### src/rtl/uart_reg_loader_pkg.sv
// Shared definitions for the UART register loader: FSM state encoding,
// bytes per register word and default parameter values.
package loader_pkg;

  localparam int BYTES_PER_WORD     = 4;
  localparam int DEF_ADDR_BUS_WIDTH = 5;
  localparam int DEF_DATA_BUS_WIDTH = 32;
  localparam int DEF_NUM_REGS       = 32;

  typedef enum logic [2:0] {
    IDLE    = 3'd0,
    COLLECT = 3'd1,
    WRITE   = 3'd2,
    CHECK   = 3'd3,
    DONE    = 3'd4
  } state_e;

endpackage

### src/rtl/uart_reg_loader_word_assembler.sv
// Packs UART bytes MSB-first into a register word; word/word_valid present the
// completed word combinationally in the cycle of its last byte strobe.
module uart_word_assembler
  import loader_pkg::*;
#(
  parameter int NUM_BYTES = BYTES_PER_WORD
) (
  input  logic                     clk,
  input  logic                     rst,
  input  logic                     clear,
  input  logic [7:0]               rx_data,
  input  logic                     rx_valid,
  output logic [NUM_BYTES*8-1:0]   word,
  output logic                     word_valid
);

  localparam int DATA_W = NUM_BYTES * 8;
  localparam int IDX_W  = (NUM_BYTES > 1) ? $clog2(NUM_BYTES) : 1;
  localparam logic [IDX_W-1:0] LAST_BYTE = IDX_W'(NUM_BYTES - 1);

  logic [DATA_W-1:0] shift_q, shift_d;
  logic [IDX_W-1:0]  idx_q, idx_d;
  logic [DATA_W-1:0] word_s;

  assign word_s     = {shift_q[DATA_W-9:0], rx_data};
  assign word       = word_s;
  assign word_valid = rx_valid && !clear && (idx_q == LAST_BYTE);

  // next shift contents and byte position
  always_comb begin
    shift_d = shift_q;
    idx_d   = idx_q;
    if (clear) begin
      shift_d = '0;
      idx_d   = '0;
    end else if (rx_valid) begin
      shift_d = word_s;
      idx_d   = (idx_q == LAST_BYTE) ? '0 : idx_q + IDX_W'(1);
    end else begin
      shift_d = shift_q;
      idx_d   = idx_q;
    end
  end

  // shift register and byte index flops
  always_ff @(posedge clk) begin
    if (!rst) begin
      shift_q <= '0;
      idx_q   <= '0;
    end else begin
      shift_q <= shift_d;
      idx_q   <= idx_d;
    end
  end

endmodule

### src/rtl/uart_reg_loader.sv
// Loads a frame of register words from a UART byte stream into a register file.
// Define UART_REG_LOADER_CHECKSUM_EN to add a trailing modulo-256 checksum byte.
module uart_reg_loader
  import loader_pkg::*;
#(
  parameter int ADDR_BUS_WIDTH = DEF_ADDR_BUS_WIDTH,
  parameter int DATA_BUS_WIDTH = DEF_DATA_BUS_WIDTH,
  parameter int NUM_REGS       = DEF_NUM_REGS
) (
  input  logic                      clk,
  input  logic                      rst,
  input  logic                      start,
  input  logic [7:0]                rx_data,
  input  logic                      rx_valid,
  output logic [ADDR_BUS_WIDTH-1:0] wr_addr,
  output logic [DATA_BUS_WIDTH-1:0] wr_data,
  output logic                      wr_en,
  output logic                      busy,
  output logic                      done,
  output logic                      error
);

  localparam logic [ADDR_BUS_WIDTH-1:0] LAST_IDX = ADDR_BUS_WIDTH'(NUM_REGS - 1);

  state_e                    state_q, state_d;
  logic [ADDR_BUS_WIDTH-1:0] idx_q, idx_d;
  logic [ADDR_BUS_WIDTH-1:0] wr_addr_q, wr_addr_d;
  logic [DATA_BUS_WIDTH-1:0] wr_data_q, wr_data_d;
  logic                      wr_en_q, wr_en_d;
  logic                      busy_q, busy_d;
  logic                      done_q, done_d;

  logic                      asm_clear_s;
  logic                      asm_valid_s;
  logic [DATA_BUS_WIDTH-1:0] word_s;
  logic                      word_valid_s;
  logic                      last_word_s;

  assign last_word_s = (idx_q == LAST_IDX);

  uart_word_assembler #(
    .NUM_BYTES (DATA_BUS_WIDTH / 8)
  ) u_asm (
    .clk        (clk),
    .rst        (rst),
    .clear      (asm_clear_s),
    .rx_data    (rx_data),
    .rx_valid   (asm_valid_s),
    .word       (word_s),
    .word_valid (word_valid_s)
  );

  // frame sequencing: next state, word index and write-port values
  always_comb begin
    state_d     = state_q;
    idx_d       = idx_q;
    wr_addr_d   = wr_addr_q;
    wr_data_d   = wr_data_q;
    wr_en_d     = 1'b0;
    asm_clear_s = 1'b0;
    asm_valid_s = 1'b0;
    case (state_q)
      IDLE: begin
        if (start) begin
          state_d     = COLLECT;
          idx_d       = '0;
          asm_clear_s = 1'b1;
        end else begin
          state_d = IDLE;
        end
      end
      COLLECT: begin
        asm_valid_s = rx_valid;
        if (word_valid_s) begin
          state_d = WRITE;
          // word 0 targets the hardwired-zero register and is dropped
          if (idx_q != '0) begin
            wr_en_d   = 1'b1;
            wr_addr_d = idx_q;
            wr_data_d = word_s;
          end else begin
            wr_en_d = 1'b0;
          end
        end else begin
          state_d = COLLECT;
        end
      end
      WRITE: begin
        if (!last_word_s) begin
          // a byte landing here already belongs to the next word
          asm_valid_s = rx_valid;
          idx_d       = idx_q + ADDR_BUS_WIDTH'(1);
          state_d     = COLLECT;
        end else begin
`ifdef UART_REG_LOADER_CHECKSUM_EN
          state_d = rx_valid ? DONE : CHECK;
`else
          state_d = DONE;
`endif
        end
      end
`ifdef UART_REG_LOADER_CHECKSUM_EN
      CHECK: begin
        if (rx_valid) begin
          state_d = DONE;
        end else begin
          state_d = CHECK;
        end
      end
`endif
      DONE: begin
        state_d = IDLE;
      end
      default: begin
        state_d = IDLE;
      end
    endcase
    busy_d = (state_d != IDLE);
    done_d = (state_d == DONE);
  end

  // FSM state and registered outputs
  always_ff @(posedge clk) begin
    if (!rst) begin
      state_q   <= IDLE;
      idx_q     <= '0;
      wr_addr_q <= '0;
      wr_data_q <= '0;
      wr_en_q   <= 1'b0;
      busy_q    <= 1'b0;
      done_q    <= 1'b0;
    end else begin
      state_q   <= state_d;
      idx_q     <= idx_d;
      wr_addr_q <= wr_addr_d;
      wr_data_q <= wr_data_d;
      wr_en_q   <= wr_en_d;
      busy_q    <= busy_d;
      done_q    <= done_d;
    end
  end

`ifdef UART_REG_LOADER_CHECKSUM_EN
  logic [7:0] sum_q, sum_d;
  logic       error_q, error_d;
  logic       check_fire_s;

  // the checksum byte may arrive during the last WRITE cycle or later in CHECK
  assign check_fire_s = rx_valid &&
                        ((state_q == CHECK) || ((state_q == WRITE) && last_word_s));

  // running byte sum and sticky mismatch flag
  always_comb begin
    sum_d   = asm_clear_s ? 8'h00 : (asm_valid_s ? sum_q + rx_data : sum_q);
    error_d = asm_clear_s ? 1'b0 :
              (check_fire_s ? (error_q | (rx_data != sum_q)) : error_q);
  end

  // checksum accumulator and error flops
  always_ff @(posedge clk) begin
    if (!rst) begin
      sum_q   <= 8'h00;
      error_q <= 1'b0;
    end else begin
      sum_q   <= sum_d;
      error_q <= error_d;
    end
  end

  assign error = error_q;
`else
  assign error = 1'b0;
`endif

  assign wr_addr = wr_addr_q;
  assign wr_data = wr_data_q;
  assign wr_en   = wr_en_q;
  assign busy    = busy_q;
  assign done    = done_q;

endmodule

### config.mk
export PLATFORM = sky130hd
export DESIGN_NAME = uart_reg_loader
export DESIGN_NICKNAME = d
export VERILOG_FILES = /design/src/rtl/uart_reg_loader_pkg.sv /design/src/rtl/uart_reg_loader_word_assembler.sv /design/src/rtl/uart_reg_loader.sv
export SDC_FILE = /design/constraint.sdc
export NUM_CORES = 1
export LEC_CHECK = 0
export CAP_MARGIN = 20
export CELL_PAD_IN_SITES_DETAIL_PLACEMENT = 0
export CELL_PAD_IN_SITES_GLOBAL_PLACEMENT = 1
export CORE_ASPECT_RATIO = 1.75
export CORE_MARGIN = 4
export CORE_UTILIZATION = 40
export CTS_CLUSTER_DIAMETER = 150
export CTS_CLUSTER_SIZE = 16
export DETAILED_ROUTE_END_ITERATION = 7
export GPL_ROUTABILITY_DRIVEN = 0
export PLACE_DENSITY_LB_ADDON = 0.12
export SLEW_MARGIN = 20
export SYNTH_ARGS = -nofsm -noshare
export SYNTH_HDL_FRONTEND = slang
export SYNTH_SLANG_ARGS = --single-unit
### constraint.sdc
create_clock -name clk -period 2.94 [get_ports clk]
set_input_delay 0.735 -clock clk [delete_from_list [all_inputs] [get_ports clk]]
set_output_delay 0.735 -clock clk [all_outputs]
set_load 0.02 [all_outputs]
# Word level (Yosys, flattened, before mapping)
# Index checks and enable logic that the tools add are counted.
totals:
  ff_bits: 74
  elab_cells: 43
op_classes:
  addsub: 2
  eq_ne: 7
  mux: 13
  n_bitwise: 1
  reduce_logical: 11
ops:
  columns: ["operator", "count"]
  rows:
  - ["5-bit 2-to-1 mux", 2]
  - ["5-bit case mux with 2 select lines", 1]
  - ["3-bit case mux with 3 select lines", 1]
  - ["3-bit AND reduction", 3]
  - ["5-bit by 1-bit adder with 5-bit output (second input constant)", 1]
  - ["5-bit equality test (second input constant)", 1]
  - ["1-bit 2-to-1 mux", 5]
  - ["5-bit nonzero test", 1]
  - ["2-bit 2-to-1 mux", 2]
  - ["2-bit inequality test (second input constant)", 2]
  - ["3-bit by 1-bit equality test with 1-bit output (second input constant)", 1]
  - ["3-bit by 2-bit equality test with 1-bit output (second input constant)", 1]
  - ["3-bit equality test (second input constant)", 1]
  - ["3-bit zero test", 1]
  - ["3-bit 2-to-1 mux", 1]
  - ["3-bit nonzero test", 1]
  - ["2-bit by 1-bit adder with 2-bit output (second input constant)", 1]
  - ["2-bit equality test (second input constant)", 1]
  - ["1-bit logical AND", 2]
  - ["1-bit case mux with 2 select lines", 1]
  - ["2-bit nonzero test", 1]
  - ["2-bit OR reduction", 1]
  - ["1-bit zero test", 1]
  - ["1-bit NOT", 1]

# Longest topological paths before layout
# Gate-level depths: netlist of run 1.
depth:
  depth_word: 8
  ltp_mapped: 9
  mapped_depth_nobuf: 7

# By module
# From an unflattened synthesis of run 1, not the netlist that was laid out.
hier_totals:
  hier_cells: 316
  area_unflattened_um2: 3015.4
by_module_without_submodules:
  columns: ["module", "n_inst", "cells_per_inst", "area_per_inst_um2", "seq_area_each_um2"]
  rows:
  - ["uart_reg_loader", 1, 220, 2001.9, 960.9]
  - ["uart_word_assembler", 1, 96, 1013.5, 520.5]

# Least setup slack after synthesis of run 1
# OpenSTA, ideal clock, no wires.
synth_path:
  path_type: "reg-to-reg"
  start: "register idx_q[0]"
  end: "register wr_data_q[10] (netlist: wr_data[10])"
  setup_time_ps: 72
  t_arrival_ps: 2045
  required_time_ps: 2868
  path_slack_ps: 824
  stages_incl_launch_ff: 10
  path_buffers: 2
  cell_sequence: "dfxtp_1 ha_1 and3_1 ha_1 nor3b_2 o211ai_2 nor4_2 buf_6 buf_12 mux2i_1"
synth_between:
  elab_chain_cells: 6
  word_cells_on_any_way: 7
  cone_classes: "eq/ne (1); mux (2); reduce/logical (4)"
synth_lines:
  columns: ["element", "line_no", "text"]
  rows:
  - ["start: declaration", "uart_reg_loader.sv:26", "logic [ADDR_BUS_WIDTH-1:0] idx_q, idx_d;"]
  - ["start signal: assignment", "uart_reg_loader.sv:134", "idx_q <= idx_d;"]
  - ["5-bit equality test", "uart_reg_loader.sv:39", "assign last_word_s = (idx_q == LAST_IDX);"]
  - ["1-bit 2-to-1 mux", "uart_reg_loader.sv:89", "if (!last_word_s) begin"]
  - ["1-bit case mux with 2 select lines", "uart_reg_loader.sv:62", "case (state_q)"]
  - ["1-bit logical AND (2 in a row)", "uart_reg_loader_word_assembler.sv:27", "assign word_valid = rx_valid && !clear && (idx_q == LAST_BYTE);"]
  - ["3-bit AND reduction (no source line) *", null, null]
  - ["end signal: assignment", "uart_reg_loader.sv:136", "wr_data_q <= wr_data_d;"]
  - ["end: declaration", "uart_reg_loader.sv:28", "logic [DATA_BUS_WIDTH-1:0] wr_data_q, wr_data_d;"]
# Mark *: on every way between the ends. The rest lies on a longest branch, timed or not.
# A chain may end at the register's enable or synchronous reset.

# Final worst setup path of run 1
layout_path:
  start: "register idx_q[0]"
  end: "register wr_data_q[3] (netlist: wr_data[3])"
# The elaborated chain is that of the path after synthesis.

==> results of run 1 <==
==> kinds of logic (layout without fill, tap and decap cells) <==
| logic type | Yosys count | in the layout | share of synthesized area [%] |
|---|---|---|---|
| AO/OA/AOI/OAI | 13 | 13 | 3.29 |
| XOR/XNOR | 2 | 2 | 0.590 |
| adder cells (fa/ha/maj) | 4 | 4 | 1.68 |
| buffers and inverters | 25 | 75 | 5.73 |
| flip-flops | 74 | 74 | 49.9 |
| multiplexers | 60 | 60 | 20.2 |
| other | 1 | 1 | 0.126 |
| AND/OR/NAND/NOR | 126 | 126 | 18.5 |
==> through the flow <==
step                      hold slack [ns]  util (%)  area, um^2
after detailed placement            0.446      48.5        3510
after CTS                           0.459      52.7        3810
after global routing                0.479      52.7        3810
after floorplan                     0.438         -        2970
final                               0.454      52.7        3810
after global placement              0.443      48.5        3510
==> routing by layer <==
metal  vias up  part of all wire (%)  global-route usage (%)
li1       1096                     -                       -
met1       969                    44                    18.3
met2        46                    50                    24.3
met3         9                   3.6                    3.80
met4         0                   2.4                    7.62
met5         -                     0                       0
==> synthesized netlist by cell type, types with 2 or more instances <==
master / n
buf_4: 3
a21oi_1: 4
nor2_1: 29
clkbuf_1: 11
buf_6: 2
buf_12: 3
nand2b_1: 3
nor3_1: 2
inv_1: 5
ha_1: 4
mux2i_1: 60
o22ai_1: 2
xnor2_1: 2
nand3_1: 3
and3_1: 3
nor3b_2: 2
dfxtp_1: 74
nand2_1: 76
==> sequential cells by signal (all words and copies together), names as in the netlist <==
register and flops:
busy 1, wr_data 32, idx_q 5, done 1
u_asm.idx_q 2, wr_addr 5, state_q 3, wr_en 1
u_asm.shift_q 24
==> where the power goes <==
group / internal, W / switching [W]
Clock: 0.000720 / 0.000381
Combinational: 0.0000375 / 0.0000559
Sequential: 0.00101 / 0.00000552
==> critical path: cells and delay by family, from the launching register on <==
kind,cells,cell delay [ns]
muxes,1,0.23
buffers and inverters,1,0.28
adders and majority gates,2,0.47
DFF,1,0.36
and+or+nand+nor,3,0.80
AOI/OAI and AO/OA,1,0.19
==> layout make-up <==
type,count,area [um^2]
Multi-Input combinational cell,206,1340
Inverter,5,18.8
Fill cell,659,3420
Timing Repair Buffer,55,561
Clock buffer,13,270
Sequential cell,74,1480
Tap cell,86,108
Clock inverter,2,35.0
==> worst min-delay path by stage <==
stage | startpoint | endpoint | depth (start not counted)
floorplan | u_asm.shift_q[16] | wr_data[24] | 2
global placement | wr_data[15] | wr_data[15] | 2
detailed placement | wr_data[8] | wr_data[8] | 2
CTS | wr_data[4] | wr_data[4] | 2
global route | wr_data[8] | wr_data[8] | 2
finish | wr_data[4] | wr_data[4] | 2
==> results.txt, run 1 <==
----------------------------------------------------
[Drt]
  DRT antenna net count ... 0
  Vias per std cell ... 4.81
  Total via count after detailed routing ... 2,120
  Drc violations ... 0
  Routed wirelength normalized by instance count ... 13.5 um
  Initial drt markers ... 105
  Number of detailed-routing iterations run before antenna repair ... 4
  Total wirelength of the detailed-routed design ... 5970 um

[Global routing]
  Number of antenna violations at the first check in global routing ... 0
  Total overflow reported by the global router ... 0
  Maximum number of pins on one net before global-route repair ... 47
  Combined global-route utilization of all metal layers ... 15.1%
  Global-route wire length before repair ... 10,200 um
  Number of global-route vias before repair ... 2,107

[Yosys]
  Syn_nets ... 321
  Number of storage elements in the synthesis netlist ... 74
  Count of flip-flops with a built-in enable after synthesis ... 0
  Part of the Yosys area used for sequential elements ... 49.9%
  Count of cell types in the netlist ... 35
  Async set or reset register ratio after synthesis ... 0%
  Post-synth design cell area ... 2970 um^2
  Avg Inst Size Synth ... 9.74 um^2
  Yosys Warn Count ... 0
  Biggest area contributors in the synthesized netlist ... dfxtp_1 (50%), mux2i_1 (20%), nand2_1 (9.6%)
  Library cell with the largest summed area after synthesis ... dfxtp_1
  Gate count of the mapped netlist ... 305
  Top flip-flop cell by instance count after synthesis ... dfxtp_1
  Top cell type's share of synthesized area ... 49.9%

[Critical path]
  Origin of the worst setup path ... idx_q[0]
  Endpoint of the most critical register-to-register path ... wr_data[3]
  CP Capture Type ... flop
  Setup crit start kind ... flop
  Most repeated library cell on the critical path ... ha_1
  Cell count of the worst reg-to-reg path ... 8
  Critical path class ... reg -> reg
  Req. time, crit path ... 3.19 ns
  Highest cell delay on the worst timing path ... 0.36 ns
  Data arrival time of the critical path ... 2.71 ns
  Critical path destination ... wr_data[3]
  Critical register-to-register path startpoint ... idx_q[0]
  Slack of the worst reg-to-reg path ... 0.49 ns
  Ordered list of cells on the worst path ... ha_1 > and3_1 > ha_1 > nor3b_2 > o211ai_4 > nor4_4 > buf_12 > mux2i_1
  Slowest cell on the critical path ... dfxtp_1
  Crit path max fanout ... 37

[Die]
  Height of the die ... 122 um
  Core Footprint ... 7230 um^2
  Starting density of the core ... 41.1%
  Number of rows created at floorplan ... 41
  Total Die Area ... 8920 um^2
  Die X-Extent ... 73.1 um
  Count of pins on the block boundary ... 53

[Timing]
  Final max-slew violation count ... 0
  Smallest setup slack after layout ... 0.487 ns
  Min cycle time layout ... 2.45 ns
  Setup repair after global routing missed its margin ... no
  Count of final setup violators ... 0
  Hold Violations, Final ... 0
  Final Cycle Share ... 83.4%
  Transition at the pin with the smallest max-transition slack ... 0.655 ns
  Final worst clock skew ... 0.00668 ns
  Worst rel slew slack ... 55.7%
  Achievable frequency ... 408 MHz
  Sum of negative setup slack ... 0 ns

[Final layout]
  Final cell count without fillers ... 441
  Commonest cells after routing, fill and taps aside ... nand2_1 (76), dfxtp_1 (74), mux2i_1 (60), clkdlybuf4s50_1 (50), nor2_1 (29)
  Fraction of layout cells with a size suffix above 1 ... 7.61%
  Number of antenna repair diodes ... 0
  Final layout net count ... 367
  Synthesis-to-layout area growth ... 28.4%
  Most common cell after layout, fill and taps aside ... nand2_1

[Placement]
  Total half-perimeter wirelength after legalization and detailed placement ... 4070 um
  Setup slack after placement ... 0.493 ns
  Number of placed instances, taps included ... 426
  Total of buffers placed on input and output ports ... 51

[Power]
  Final Power ... 0.00221 W
  Static leakage ... 1.45 nW
  Worst VDD drop ... 312 uV
  PD cells ... 579 nW/um^2

[CTS]
  TritonCTS sink count ... 74
  Clock tree from TritonCTS ... yes
  Clock latency reported for the late side of the worst-skew pair ... 0.33 ns
  Clock buffer count from CTS ... 9
  H-tree levels ... 3
  Maximum clock path buffer count ... 2
  Clock Tree Root ... clkbuf_16
  Post-cts resize count ... 0
  Clock input transition at the sequential cells of the worst setup and hold paths ... 0.05 ns
  Setup repair bufs after CTS ... 0
  Hold Buf Count CTS ... 0

[Worst hold path]
  Classification of the worst-slack hold path ... reg -> reg

[Flow run]
  Number of violations of the max-capacitance limit ... 0

[Status]
  Result of the run ... finished clean

----------------------------------------------------
(Power assumes the default switching activity.)
==> run 2: changes to the inputs <==
clock period = 2.5 ns   (was 2.94 ns; I/O delays follow)
==> results.txt, run 2 (synthesized netlist as in run 1, its figures left out) <==
----------------------------------------------------
[Status]
  Result of the run ... finished clean

[Critical path]
  CP Capture Type ... flop
  Cell count of the worst reg-to-reg path ... 8 (unchanged)
  Largest delay share family, worst path ... simple AND/OR/NAND/NOR gates
  Path length in cells of the critical path ... 8 (unchanged)
  Most repeated library cell on the critical path ... ha_1
  Number of buffers and inverters on the critical path ... 1 (unchanged)
  Critical path class ... reg -> reg
  Slowest cell on the critical path ... dfxtp_1
  Req. time, crit path ... 2.76 ns (-0.43 ns)
  Highest cell delay on the worst timing path ... 0.35 ns (about the same)
  Crit path max fanout ... 37 (unchanged)
  Ordered list of cells on the worst path ... ha_1 > and3_1 > ha_1 > nor3b_2 > o211ai_4 > nor4_4 > buf_12 > mux2i_1
  Data arrival time of the critical path ... 2.62 ns (-0.09 ns)
  Setup crit start kind ... flop

[Placement]
  Total half-perimeter wirelength after legalization and detailed placement ... 4200 um (+3.1%)
  Total of buffers placed on input and output ports ... 51 (unchanged)

[Power]
  Static leakage ... 1.45 nW (about the same)
  Final Power ... 0.00248 W (+12%)
  Worst VDD drop ... 440 uV (+41%)
  PD cells ... 654 nW/um^2 (+13%)

[Global routing]
  Total overflow reported by the global router ... 0 (unchanged)
  Global-route wire length before repair ... 10,300 um (+0.61%)
  Combined global-route utilization of all metal layers ... 15.1% (-0.029 points)
  Number of global-route vias before repair ... 2,093 (-0.66%)
  Maximum number of pins on one net before global-route repair ... 39 (-17%)
  Number of antenna violations at the first check in global routing ... 0 (unchanged)

[Final layout]
  Synthesis-to-layout area growth ... 27.8%
  Flip-flop count of the largest register after layout ... 32 (unchanged)
  Commonest cells after routing, fill and taps aside ... nand2_1 (76), dfxtp_1 (74), mux2i_1 (60), clkdlybuf4s50_1 (50), nor2_1 (29)
  Number of antenna repair diodes ... 0 (unchanged)
  Final layout net count ... 369 (+0.54%)
  Most common cell after layout, fill and taps aside ... nand2_1
  Fraction of layout cells with a size suffix above 1 ... 8.66% (+1.1 points)

[Timing]
  Min cycle time layout ... 2.36 ns (-0.0921 ns)
  Worst rel slew slack ... 53.7% (-1.9 points)
  Setup repair after global routing missed its margin ... yes
  Count of final setup violators ... 0 (unchanged)
  Final max-slew violation count ... 0 (unchanged)
  Final Cycle Share ... 94.4% (+11 points)
  Achievable frequency ... 424 MHz (+3.9%)
  Transition at the pin with the smallest max-transition slack ... 0.684 ns (+0.0287 ns)
  Final worst clock skew ... 0.00749 ns (+0.000802 ns)
  Hold Violations, Final ... 0 (unchanged)
  Sum of negative setup slack ... 0 ns (unchanged)

[Die]
  Count of pins on the block boundary ... 53 (unchanged)
  Starting density of the core ... 41.1% (unchanged)
  Total Die Area ... 8920 um^2 (unchanged)
  Core Footprint ... 7230 um^2 (unchanged)
  Height of the die ... 122 um (unchanged)
  Number of rows created at floorplan ... 41 (unchanged)
  Die X-Extent ... 73.1 um (unchanged)

[Drt]
  Initial drt markers ... 76 (-28%)
  Vias per std cell ... 4.78 (-0.49%)
  Number of detailed-routing iterations run before antenna repair ... 4 (unchanged)
  DRT antenna net count ... 0 (unchanged)
  Drc violations ... 0 (unchanged)
  Total wirelength of the detailed-routed design ... 5930 um (-0.77%)
  Routed wirelength normalized by instance count ... 13.3 um (-1.4%)
  Total via count after detailed routing ... 2,124 (+0.19%)

[CTS]
  Maximum clock path buffer count ... 2 (unchanged)
  Post-cts resize count ... 0 (unchanged)
  Clock buffer count from CTS ... 9 (unchanged)
  H-tree levels ... 3 (unchanged)
  Clock latency reported for the late side of the worst-skew pair ... 0.33 ns (about the same)
  Setup repair bufs after CTS ... 0 (unchanged)
  Clock input transition at the sequential cells of the worst setup and hold paths ... 0.06 ns (about the same)
  TritonCTS sink count ... 74 (unchanged)
  Hold Buf Count CTS ... 0 (unchanged)
  Clock tree from TritonCTS ... yes
  Clock Tree Root ... clkbuf_16

[Flow run]
  Number of violations of the max-capacitance limit ... 0 (unchanged)

[Worst hold path]
  Classification of the worst-slack hold path ... reg -> reg
  Hold-critical path depth ... 2 (unchanged)

----------------------------------------------------
==> run 2: cell types whose count changed in the layout (fill, tap and decap cells not counted) <==
cell and change:
clkbuf_8 -1, buf_4 +2, clkinv_2 +3, buf_6 +1, buf_12 -1, clkbuf_1 -1
bufinv_16 -1, clkinv_4 +1
==> run 2: final timing paths <==
check | startpoint | endpoint | slack (ns)
worst max-delay path | idx_q[0] | wr_addr[0] | 0.14
worst min-delay path | wr_data[26] | wr_data[26] | 0.45
worst max register to register | idx_q[0] | wr_addr[0] | 0.14
worst min register to register | wr_data[26] | wr_data[26] | 0.45
==> run 2: layer usage <==
metal | GRT usage [%] | share of wire [%] | wire, um | up-vias
li1 | - | - | - | 1107
met1 | 18.1 | 45 | 2660 | 974
met2 | 24.6 | 49 | 2930 | 36
met3 | 4.87 | 4.2 | 250 | 7
met4 | 5.89 | 1.5 | 89 | 0
met5 | 0 | 0 | 0 | -
==> run 2: metrics by stage <==
stage | area [um^2] | utilization (%) | setup slack, ns | hold slack [ns] | std cells
after floorplan | 2970 | - | 0.384 | 0.438 | 305
after global placement | 3510 | 48.5 | 0.221 | 0.445 | 428
after detailed placement | 3510 | 48.5 | 0.135 | 0.446 | 428
after CTS | 3790 | 52.4 | 0.124 | 0.459 | 444
after global routing | 3800 | 52.5 | -0.0121 | 0.469 | 444
final | 3800 | 52.5 | 0.139 | 0.455 | 444
==> run 2: report_power, final <==
| group | switching [W] | internal, W | leakage, nW |
|---|---|---|---|
| clock | 0.000462 | 0.000719 | 0.145 |
| sequential | 0.00000666 | 0.00119 | 0.597 |
| combinational | 0.0000658 | 0.0000444 | 0.710 |
==> run 2: cell type report <==
type                    count  area (um^2)
flip-flops and latches     74         1480
multi-input cells         206         1340
well taps                  86          108
clock inverters             5         28.8
fillers                   684         3440
inverters                   5         18.8
clock buffers              11          253
repair buffers             57          567
==> run 2: tightest hold or removal path: stages, from the launching register on <==
cell     delay (ns)
dfxtp_1        0.30
nand2_1        0.05
mux2i_1        0.05
